### src/rtl/coeff_loader_if.sv
// Byte-stream sink and BRAM port-A write bus of the coefficient loader.
// The slave modport is the loader's view; the master modport is the host/BRAM side.
interface coeff_loader_if #(
    parameter int ADDR_W = 6,
    parameter int DATA_W = 32
);
    logic [7:0]        s_data;
    logic              s_valid;
    logic              s_ready;
    logic              bram_we;
    logic [ADDR_W-1:0] bram_addr;
    logic [DATA_W-1:0] bram_wdata;

    modport slave  (input  s_data, s_valid,
                    output s_ready, bram_we, bram_addr, bram_wdata);
    modport master (output s_data, s_valid,
                    input  s_ready, bram_we, bram_addr, bram_wdata);
endinterface

### src/rtl/coeff_loader.sv
// Receives a checksummed 5x5 coefficient packet, stages it, and writes it to the
// coefficient BRAM a guard interval after vsync so the reader's burst sees one set.
module coeff_loader #(
    parameter logic [7:0] SYNC_BYTE = 8'hA5,
    parameter int         NCOEFF    = 25,
    parameter int         ADDR_W    = 6,
    parameter int         DATA_W    = 32,
    parameter int         GUARD     = 32
) (
    input  logic          clk,
    input  logic          rst,
    coeff_loader_if.slave bus,
    input  logic          vs_i,
    output logic          busy,
    output logic          load_done,
    output logic          load_err
);
    localparam int IDX_W = $clog2(NCOEFF);
    localparam int CNT_W = $clog2(GUARD + 1);
    localparam logic [IDX_W-1:0] LAST = IDX_W'(NCOEFF - 1);

    typedef enum logic [2:0] {
        S_IDLE, S_RX_LO, S_RX_HI, S_RX_CSUM, S_WAIT_VS, S_WAIT_GUARD, S_WRITE
    } state_t;

    state_t            r_state, w_state_nxt;
    logic [IDX_W-1:0]  r_idx, w_idx_nxt, w_idx_inc;
    logic [7:0]        r_sum, w_sum_nxt;
    logic [CNT_W-1:0]  r_cnt, w_cnt_nxt;
    logic              r_vs_d;
    logic              r_we, w_we_nxt;
    logic [ADDR_W-1:0] r_addr, w_addr_nxt;
    logic [DATA_W-1:0] r_wdata, w_wdata_nxt;
    logic              r_busy, r_done, w_done_nxt, r_err, w_err_nxt, r_ready;
    logic              w_acc, w_vs_rise, w_lo_we, w_hi_we;
    logic [15:0]       r_stage [NCOEFF];

    function automatic logic [DATA_W-1:0] sx(input logic [15:0] v);
        return {{(DATA_W-16){v[15]}}, v};
    endfunction

    assign w_acc     = bus.s_valid & r_ready;
    assign w_vs_rise = vs_i & ~r_vs_d;
    assign w_idx_inc = r_idx + 1'b1;

    always_comb begin
        w_state_nxt = r_state;
        w_idx_nxt   = r_idx;
        w_sum_nxt   = r_sum;
        w_cnt_nxt   = r_cnt;
        w_we_nxt    = 1'b0;
        w_addr_nxt  = '0;
        w_wdata_nxt = '0;
        w_done_nxt  = 1'b0;
        w_err_nxt   = 1'b0;
        w_lo_we     = 1'b0;
        w_hi_we     = 1'b0;
        case (r_state)
            S_IDLE: if (w_acc && bus.s_data == SYNC_BYTE) begin
                w_state_nxt = S_RX_LO;
                w_idx_nxt   = '0;
                w_sum_nxt   = '0;
            end
            S_RX_LO: if (w_acc) begin
                w_lo_we     = 1'b1;
                w_sum_nxt   = r_sum + bus.s_data;
                w_state_nxt = S_RX_HI;
            end
            S_RX_HI: if (w_acc) begin
                w_hi_we   = 1'b1;
                w_sum_nxt = r_sum + bus.s_data;
                if (r_idx == LAST) begin
                    w_state_nxt = S_RX_CSUM;
                end else begin
                    w_idx_nxt   = w_idx_inc;
                    w_state_nxt = S_RX_LO;
                end
            end
            S_RX_CSUM: if (w_acc) begin
                if (bus.s_data == r_sum) begin
                    w_state_nxt = S_WAIT_VS;
                end else begin
                    w_err_nxt   = 1'b1;
                    w_state_nxt = S_IDLE;
                end
            end
            S_WAIT_VS: if (w_vs_rise) begin
                w_cnt_nxt   = CNT_W'(GUARD - 1);
                w_state_nxt = S_WAIT_GUARD;
            end
            // Outputs are registered, so the first write is launched as the counter hits 0.
            S_WAIT_GUARD: begin
                w_cnt_nxt = r_cnt - 1'b1;
                if (r_cnt <= CNT_W'(1)) begin
                    w_state_nxt = S_WRITE;
                    w_idx_nxt   = '0;
                    w_we_nxt    = 1'b1;
                    w_wdata_nxt = sx(r_stage[0]);
                end
            end
            S_WRITE: begin
                if (r_idx == LAST) begin
                    w_done_nxt  = 1'b1;
                    w_idx_nxt   = '0;
                    w_state_nxt = S_IDLE;
                end else begin
                    w_idx_nxt   = w_idx_inc;
                    w_we_nxt    = 1'b1;
                    w_addr_nxt  = ADDR_W'(w_idx_inc);
                    w_wdata_nxt = sx(r_stage[w_idx_inc]);
                end
            end
            default: w_state_nxt = S_IDLE;
        endcase
    end

    always_ff @(posedge clk or negedge rst) begin
        if (!rst) begin
            r_state <= S_IDLE;
            r_idx   <= '0;
            r_sum   <= '0;
            r_cnt   <= '0;
            r_vs_d  <= 1'b0;
            r_we    <= 1'b0;
            r_addr  <= '0;
            r_wdata <= '0;
            r_busy  <= 1'b0;
            r_done  <= 1'b0;
            r_err   <= 1'b0;
            r_ready <= 1'b1;
            for (int i = 0; i < NCOEFF; i++) r_stage[i] <= '0;
        end else begin
            r_state <= w_state_nxt;
            r_idx   <= w_idx_nxt;
            r_sum   <= w_sum_nxt;
            r_cnt   <= w_cnt_nxt;
            r_vs_d  <= vs_i;
            r_we    <= w_we_nxt;
            r_addr  <= w_addr_nxt;
            r_wdata <= w_wdata_nxt;
            r_busy  <= (w_state_nxt != S_IDLE);
            r_done  <= w_done_nxt;
            r_err   <= w_err_nxt;
            r_ready <= (w_state_nxt == S_IDLE) || (w_state_nxt == S_RX_LO) ||
                       (w_state_nxt == S_RX_HI) || (w_state_nxt == S_RX_CSUM);
            if (w_lo_we) r_stage[r_idx][7:0]  <= bus.s_data;
            if (w_hi_we) r_stage[r_idx][15:8] <= bus.s_data;
        end
    end

    assign bus.s_ready    = r_ready;
    assign bus.bram_we    = r_we;
    assign bus.bram_addr  = r_addr;
    assign bus.bram_wdata = r_wdata;
    assign busy           = r_busy;
    assign load_done      = r_done;
    assign load_err       = r_err;
endmodule

### src/flat_wrapper.sv
// flat-port wrapper written by rule: the top's interface ports become plain ports
module coeff_loader_flat 
#(
    parameter logic [7:0] SYNC_BYTE = 8'hA5,
    parameter int         NCOEFF    = 25,
    parameter int         ADDR_W    = 6,
    parameter int         DATA_W    = 32,
    parameter int         GUARD     = 32
)
  (clk, rst, vs_i, busy, load_done, load_err, bus_s_data, bus_s_valid, bus_s_ready, bus_bram_we, bus_bram_addr, bus_bram_wdata);
  coeff_loader_if #(.ADDR_W(ADDR_W), .DATA_W(DATA_W)) bus_i ();
  input  logic clk;
  input  logic rst;
  input  logic vs_i;
  output logic busy;
  output logic load_done;
  output logic load_err;
  input wire logic [$bits(bus_i.s_data)-1:0] bus_s_data;
  input wire logic [$bits(bus_i.s_valid)-1:0] bus_s_valid;
  output wire logic [$bits(bus_i.s_ready)-1:0] bus_s_ready;
  output wire logic [$bits(bus_i.bram_we)-1:0] bus_bram_we;
  output wire logic [$bits(bus_i.bram_addr)-1:0] bus_bram_addr;
  output wire logic [$bits(bus_i.bram_wdata)-1:0] bus_bram_wdata;
  assign bus_i.s_data = bus_s_data;
  assign bus_i.s_valid = bus_s_valid;
  assign bus_s_ready = bus_i.s_ready;
  assign bus_bram_we = bus_i.bram_we;
  assign bus_bram_addr = bus_i.bram_addr;
  assign bus_bram_wdata = bus_i.bram_wdata;
  coeff_loader #(.SYNC_BYTE(SYNC_BYTE), .NCOEFF(NCOEFF), .ADDR_W(ADDR_W), .DATA_W(DATA_W), .GUARD(GUARD)) u_core (.clk(clk), .rst(rst), .bus(bus_i), .vs_i(vs_i), .busy(busy), .load_done(load_done), .load_err(load_err));
endmodule
### config.mk
export PLATFORM = sky130hd
export DESIGN_NAME = coeff_loader_flat
export DESIGN_NICKNAME = d
export VERILOG_FILES = /design/src/rtl/coeff_loader_if.sv /design/src/rtl/coeff_loader.sv /design/src/flat_wrapper.sv
export SDC_FILE = /design/constraint.sdc
export NUM_CORES = 1
export LEC_CHECK = 0
export BUFFER_PORTS_ARGS = -buffer_cell sky130_fd_sc_hd__buf_2
export CORE_MARGIN = 10
export CORE_UTILIZATION = 50
export DETAILED_ROUTE_END_ITERATION = 8
export PLACE_DENSITY = 0.75
export SLEW_MARGIN = 30
export SYNTH_ARGS = -nofsm -noshare
export SYNTH_HDL_FRONTEND = slang
export SYNTH_SLANG_ARGS = --single-unit
### constraint.sdc
create_clock -name clk -period 3.7 [get_ports clk]
set_input_delay 0 -clock clk [delete_from_list [all_inputs] [get_ports clk]]
set_output_delay 0 -clock clk [all_outputs]
set_load 0.02 [all_outputs]
# [Word-level counts from Yosys, hierarchy flattened]
# Cells that the tools add are included.
# W data, S select, Z words.
[classes] magnitude_cmp=4 muxes=48 div_mod_pow=0 add_sub_neg=3 n_bitwise=5 reduce_logical=15 shift=0 n_mul=0 n_eq_ne=18
[ops] op="$bwmux W400" count=2
[ops] op="$mux W400" count=2
[ops] op="$demux W16 S5" count=2
[ops] op="$bmux W16 S5" count=1
[ops] op="$mux W32" count=2
[ops] op="$pmux W32 S2" count=1
[ops] op="$mux W16" count=3
[ops] op="$mux W5" count=6
[ops] op="$mux W3" count=8
[ops] op="$mux W8" count=3
[ops] op="$pmux W3 S7" count=1
[ops] op="$pmux W5 S4" count=1
[ops] op="$pmux W8 S2" count=1
[ops] op="$eq A3 B2 Y1 const B" count=4
[ops] op="$ge A6 B6 Y1 const B" count=2
[ops] op="$mux W6" count=2
[ops] op="$not A5 Y6" count=2
[ops] op="$pmux W6 S2" count=1
[ops] op="$mux W1" count=10
[ops] op="$ne A2 B1 Y1 const B" count=5
[ops] op="$eq A3 B3 Y1 const B" count=3
[ops] op="$add A8 B8 Y8" count=1
[ops] op="$eq A8 B8 Y1" count=1
[ops] op="$eq A8 B8 Y1 const B" count=1
[ops] op="other kinds (21)" count=28
[totals] ff_bits=466 rom_bits=0 elab_cells=130 inputBits=12 n_memories=0 ram_bits=0 latch_bits=0

# [Depth between registers and ports, before layout]
[logic_depth] word_depth=9 depth_mapped=12

# [Least setup slack after synthesis]
# No wires, ideal clock.
[synth_path] path_kind="register -> register" startpoint="register u_core.r_idx[0]" endpoint="register u_core.r_wdata[11], in the netlist u_core.bus.bram_wdata[11]" setup_time_ns=0.121 path_buffers=5 required_ns=3.579 path_slack_ns=0.873 arrival_time_ns=2.707 stages_incl_launch_ff=13 path_cell_list="dfrtp_1 buf_2 buf_2 inv_1 ha_1 clkbuf_1 buf_2 clkbuf_1 mux4_2 nand2_1 a21oi_1 a21oi_1 nand2_1"
[synth_between] elab_chain_cells=7 word_cells_on_any_way=8 cone_classes="1 x add/sub; 1 x eq/ne; 5 x mux; 1 x bitwise"
[synth_rtl] item="start: declaration" line="coeff_loader.sv:27" source="logic [IDX_W-1:0] r_idx, w_idx_nxt, w_idx_inc;"
[synth_rtl] item="start signal: assignment" line="coeff_loader.sv:134" source="r_idx <= w_idx_nxt;"
[synth_rtl] item="$add A5 B1 Y5" line="coeff_loader.sv:44" source="assign w_idx_inc = r_idx + 1'b1;"
[synth_rtl] item="$not A5 Y6 (implied by the code)" line="coeff_loader.sv:110" source="w_wdata_nxt = sx(r_stage[w_idx_inc]);"
[synth_rtl] item="$bmux W16 S5" line="coeff_loader.sv:110"
[synth_rtl] item="$mux W16 (implied by the code) (2 in series)" line="coeff_loader.sv:110"
[synth_rtl] item="$mux W32 *" line="coeff_loader.sv:102" source="if (r_idx == LAST) begin"
[synth_rtl] item="$pmux W32 S2 *" line="coeff_loader.sv:58" source="case (r_state)"
[synth_rtl] item="named net u_core.w_wdata_nxt[11]" line="coeff_loader.sv:33" source="logic [DATA_W-1:0] r_wdata, w_wdata_nxt;"
[synth_rtl] item="end signal: assignment" line="coeff_loader.sv:140" source="r_wdata <= w_wdata_nxt;"
[synth_rtl] item="end: declaration" line="coeff_loader.sv:33"
# Mark *: on every way through the listed nets, which the timed path passes. The rest lies on a longest branch. The select of a mux whose other input is x is not followed.
# A chain may end at the register's enable or synchronous reset.

# [Worst setup path in the final report]
[layout_path] startpoint="register u_core.r_state[2]" endpoint="register u_core.r_stage[156] (netlist name)"
[layout_between] elab_chain_cells=5 word_cells_on_any_way=7 cone_classes="2 x eq/ne; 5 x mux"
[layout_rtl] item="start: declaration" line="coeff_loader.sv:26" source="state_t r_state, w_state_nxt;"
[layout_rtl] item="start signal: assignment" line="coeff_loader.sv:133" source="r_state <= w_state_nxt;"
[layout_rtl] item="$eq A3 B1 Y1" line="coeff_loader.sv:58"
[layout_rtl] item="$mux W1" line="coeff_loader.sv:58"
[layout_rtl] item="$mux W400" line="coeff_loader.sv:146" source="if (w_lo_we) r_stage[r_idx][7:0] <= bus.s_data;"
[layout_rtl] item="$bwmux W400" line="coeff_loader.sv:147" source="if (w_hi_we) r_stage[r_idx][15:8] <= bus.s_data;"
[layout_rtl] item="$mux W400 *" line="coeff_loader.sv:147"
[layout_rtl] item="end signal: indexed assignment" line="coeff_loader.sv:146"
[layout_rtl] item="end signal: indexed assignment" line="coeff_loader.sv:147"
[layout_rtl] item="end: declaration" line="coeff_loader.sv:36" source="logic [15:0] r_stage [NCOEFF];"
# Mark *: on every way between the ends. The rest lies on a longest branch, timed or not.

==> impl_metrics.sql <==
INSERT INTO impl_metrics (metric_group, metric, value, unit) VALUES
('worst_setup_path', 'endpoint_kind', 'register', ''),
('worst_setup_path', 'timing.critical_path.slowest_stage_cell', 'sky130_fd_sc_hd__nor2_2', ''),
('clocking', 'worst_skew_pair.late_latency', '560', 'ps'),
('timing', 'period_needed', '2860', 'ps'),
('die', 'die_y', '224', 'um'),
('worst_setup_path', 'crit_chain', 'inv_1, nand2_1, nor3_1, nand2_1, nor2_2, mux2_2', ''),
('detailed_routing', 'overall_via_count_from_detail_route', '12500', ''),
('final_layout', 'num-nets-final', '1517', ''),
('clocking', 'cts.htree.levels', '2', ''),
('timing', 'unrepaired_setup_endpoints_after_global_routing', 'no', ''),
('global_routing', 'maximum_number_of_pins_on_one_net_before_global_route_repair', '136', ''),
('power', 'switchingPower', '0.00379', 'W'),
('global_routing', 'grt.overflow.total', '0', ''),
('power', 'p_int', '0.00916', 'W'),
('placement', 'place_congestion', '0.835', ''),
('yosys', 'yosys.cell_types.count', '59', ''),
('placement', 'dpl.cell_count', '1970', ''),
('timing', 'timing.max_slew.rel_slack', '30.3', '%'),
('yosys', 'synth_sequential_area_ratio', '54.0', '%'),
('power', 'vdd_ir_drop_max', '0.409', 'mV'),
('final_layout', 'ff_latch_area', '11200', 'um2'),
('yosys', 'postSynthAreaPerCell', '14.2', 'um2'),
('worst_setup_path', 'critical_path_buf_inv_count', '1', ''),
('power', 'cellPowerDensity', '560', 'nW/um2'),
('timing', 'clock_skew', '14.6', 'ps'),
('detailed_routing', 'drt_first_pass_iters', '5', ''),
('detailed_routing', 'first_iter_violations', '931', ''),
('worst_setup_path', 'crit_fanout', '13', ''),
('global_routing', 'antenna_violations_before_repair', '0', ''),
('die', 'dieWidth', '224', 'um'),
('clocking', 'clock_tree.root_cell', 'sky130_fd_sc_hd__clkbuf_16', ''),
('final_layout', 'area_of_the_multi_input_gates', '9060', 'um2'),
('yosys', 'dominantRegCellSynth', 'sky130_fd_sc_hd__dfrtp_1', ''),
('run', 'maxCapViolCount', '0', ''),
('power', 'standby_leakage_power', '11.2', 'nW'),
('power', 'power.share.combinational', '23.3', '%'),
('yosys', 'syn_area', '20800', 'um2'),
('timing', 'tns', '0', 'ps'),
('detailed_routing', 'routed_wl', '48.4', 'mm'),
('yosys', 'yosys.area.top_type', 'sky130_fd_sc_hd__dfrtp_1', ''),
('global_routing', 'first_global_vias', '13300', ''),
('worst_setup_path', 'start_kind', 'register', ''),
('final_layout', 'area_growth', '11.2', '%'),
('timing', 'final_min_period_over_clock_period', '77.4', '%'),
('die', 'initial_core_util', '50.7', '%'),
('worst_setup_path', 'path_delay_family', 'simple AND/OR/NAND/NOR gates', ''),
('worst_setup_path', 'critical-path-top-cell-by-count', 'sky130_fd_sc_hd__nand2_1', ''),
('global_routing', 'groute.usage.overall', '19.5', '%'),
('yosys', 'netlist_instances', '1464', ''),
('hold_path', 'holdCritPathClass', 'in -> reg', ''),
('worst_setup_path', 'worstPathRequired', '4130', 'ps'),
('outcome', 'outcome', 'finished clean', ''),
('yosys', 'yosys.cell_count.top_type', 'sky130_fd_sc_hd__dfrtp_1', ''),
('die', 'die_area', '50200', 'um2'),
('timing', 'post_route_worst_hold_slack', '35.4', 'ps'),
('placement', 'dpl.hpwl', '30.3', 'mm'),
('die', 'fp_rows', '74', ''),
('timing', 'finalSetupViolCount', '0', ''),
('yosys', 'synth.cells.most_frequent', 'sky130_fd_sc_hd__dfrtp_1 (448), sky130_fd_sc_hd__mux2_2 (389), sky130_fd_sc_hd__nand2_1 (113), sky130_fd_sc_hd__mux4_2 (96), sky130_fd_sc_hd__clkbuf_1 (67)', ''),
('final_layout', 'post_route_cells_drive_above_1_share', '44.1', '%'),
('final_layout', 'final_antenna_diode_count', '0', ''),
('yosys', 'ys_warn_count', '0', ''),
('power', 'power.clock.fraction', '35.5', '%'),
('global_routing', 'grt_first_pass_wirelength', '77.4', 'mm'),
('detailed_routing', 'antenna_left', '0', ''),
('yosys', 'synth-seq-cells', '449', ''),
('yosys', 'postSynth.asyncResetShare', '100', '%'),
('clocking', 'clkTransAtPathRegs', '60', 'ps'),
('clocking', 'cts-buffers-inserted', '45', ''),
('die', 'ioPinCount', '55', ''),
('timing', 'drv_slew', '0', '');
## logic make-up after synthesis
family                     synth area share (%)
AOI/OAI and AO/OA                          3.77
xor gates and xnor gates                  0.499
adders and majority gates                 0.878
buffers and inverters                      2.59
DFF                                        54.0
muxes                                      33.1
other                                    0.0180
and+or+nand+nor                            5.11
## tightest hold or removal path: cells and delay by family
family | cells | cell delay (ps)
xor gates and xnor gates | 1 | 90
buffers and inverters | 1 | 110
AOI/OAI and AO/OA | 1 | 130
adders and majority gates | 1 | 220
## placed cells by master, fill, tap and decap left out, types with 4 or more instances in the layout
cell type                       Yosys  final
sky130_fd_sc_hd__a21oi_1           50     50
sky130_fd_sc_hd__mux2i_1           32     32
sky130_fd_sc_hd__xnor2_1            5      4
sky130_fd_sc_hd__clkbuf_16          0     47
sky130_fd_sc_hd__nor2_1            25     25
sky130_fd_sc_hd__nor2_2            24     24
sky130_fd_sc_hd__dlygate4sd3_1      0      5
sky130_fd_sc_hd__o31ai_1            4      4
sky130_fd_sc_hd__nor2b_1            4      4
sky130_fd_sc_hd__buf_2             19     51
sky130_fd_sc_hd__clkbuf_8           0     10
sky130_fd_sc_hd__o22ai_1           16     16
sky130_fd_sc_hd__mux4_2            96     96
sky130_fd_sc_hd__ha_1              13     12
sky130_fd_sc_hd__or3_1              8      8
sky130_fd_sc_hd__and2_1             7      7
sky130_fd_sc_hd__buf_12             0      5
sky130_fd_sc_hd__inv_1             14     14
sky130_fd_sc_hd__nand3_1            6      6
sky130_fd_sc_hd__clkinv_2           0      4
sky130_fd_sc_hd__a211oi_1           4      4
sky130_fd_sc_hd__o21ai_0           32     32
sky130_fd_sc_hd__a21o_1             4      4
sky130_fd_sc_hd__nand2_1          113    113
sky130_fd_sc_hd__buf_4             17     22
sky130_fd_sc_hd__dfrtp_1          448    447
sky130_fd_sc_hd__clkbuf_1          67     17
sky130_fd_sc_hd__mux2_2           389    389
sky130_fd_sc_hd__nor3_1             7      7
sky130_fd_sc_hd__xor2_1             5      4
## through the flow
step	utilization (%)	setup slack [ps]	area [um2]	total power, W
2_1_floorplan	-	873	20800	0.00749
3_3_place_gp	52.6	924	21600	0.00837
3_5_place_dp	52.6	886	21600	0.00843
4_1_cts	56.4	868	23100	0.0130
5_1_grt	56.4	675	23100	0.0134
6_report	56.4	837	23100	0.0130
## routing by layer
layer	GRT usage, %	up-vias	share of wire (%)
met3	3.08	78	5.9
li1	-	5397	-
met5	0	-	0
met1	26.4	6636	43
met2	32.0	342	48
met4	5.75	0	2.4
## flip-flops by register name, indices dropped and copies added (netlist names)
| signal | flops |
|---|---|
| u_core.r_state | 3 |
| u_core.load_err | 1 |
| u_core.bus.bram_wdata | 16 |
| u_core.r_cnt | 6 |
| u_core.r_sum | 8 |
| u_core.r_stage | 400 |
| u_core.load_done | 1 |
| u_core.busy | 1 |
| u_core.bus.bram_addr | 5 |
| u_core.bus.bram_we | 1 |
| u_core.r_vs_d | 1 |
| u_core.r_idx | 5 |
| u_core.bus.s_ready | 1 |
## timing repair
action	in CTS	in global routing
setup buffers	0	0
hold endpoints to repair	394	0
hold buffers	6	0
setup endpoints to repair	0	0
resized for setup	0	0
## power groups by stage
| stage | clock network (W) | registers, W | logic [W] |
|---|---|---|---|
| 5_1_grt | 0.00485 | 0.00536 | 0.00323 |
| 3_3_place_gp | 0 | 0.00539 | 0.00298 |
| 6_report | 0.00460 | 0.00533 | 0.00302 |
| 2_1_floorplan | 0 | 0.00534 | 0.00216 |
| 3_5_place_dp | 0 | 0.00541 | 0.00302 |
| 4_1_cts | 0.00467 | 0.00532 | 0.00303 |
## path summary, 6_finish.rpt
check | cells past startpoint | startpoint | slack, ps | to
max in group asynchronous | 3 | rst | 2820 | u_core.r_stage[218]$_DFFE_PN0P_
hold reg to reg | 2 | u_core.r_stage[279]$_DFFE_PN0P_ | 480 | u_core.r_stage[279]$_DFFE_PN0P_
setup / recovery | 6 | u_core.r_state[2]$_DFF_PN0_ | 840 | u_core.r_stage[156]$_DFFE_PN0P_
hold / removal | 4 | bus_s_data[2] | 40 | u_core.r_sum[2]$_DFFE_PN0P_
min in group asynchronous | 3 | rst | 70 | u_core.r_stage[152]$_DFFE_PN0P_
setup reg to reg | 6 | u_core.r_state[2]$_DFF_PN0_ | 840 | u_core.r_stage[156]$_DFFE_PN0P_
## area by class of cell
cell class                      count  share of cell area, %
Sequential cell                   449                   48.6
Multi-Input combinational cell    895                   39.2
Clock buffer                       74                   5.95
Tap cell                          532                   2.88
Timing Repair Buffer               86                   2.70
Clock inverter                      8                  0.514
Inverter                           14                  0.227
Note: power is estimated with default switching activity, not from simulation.
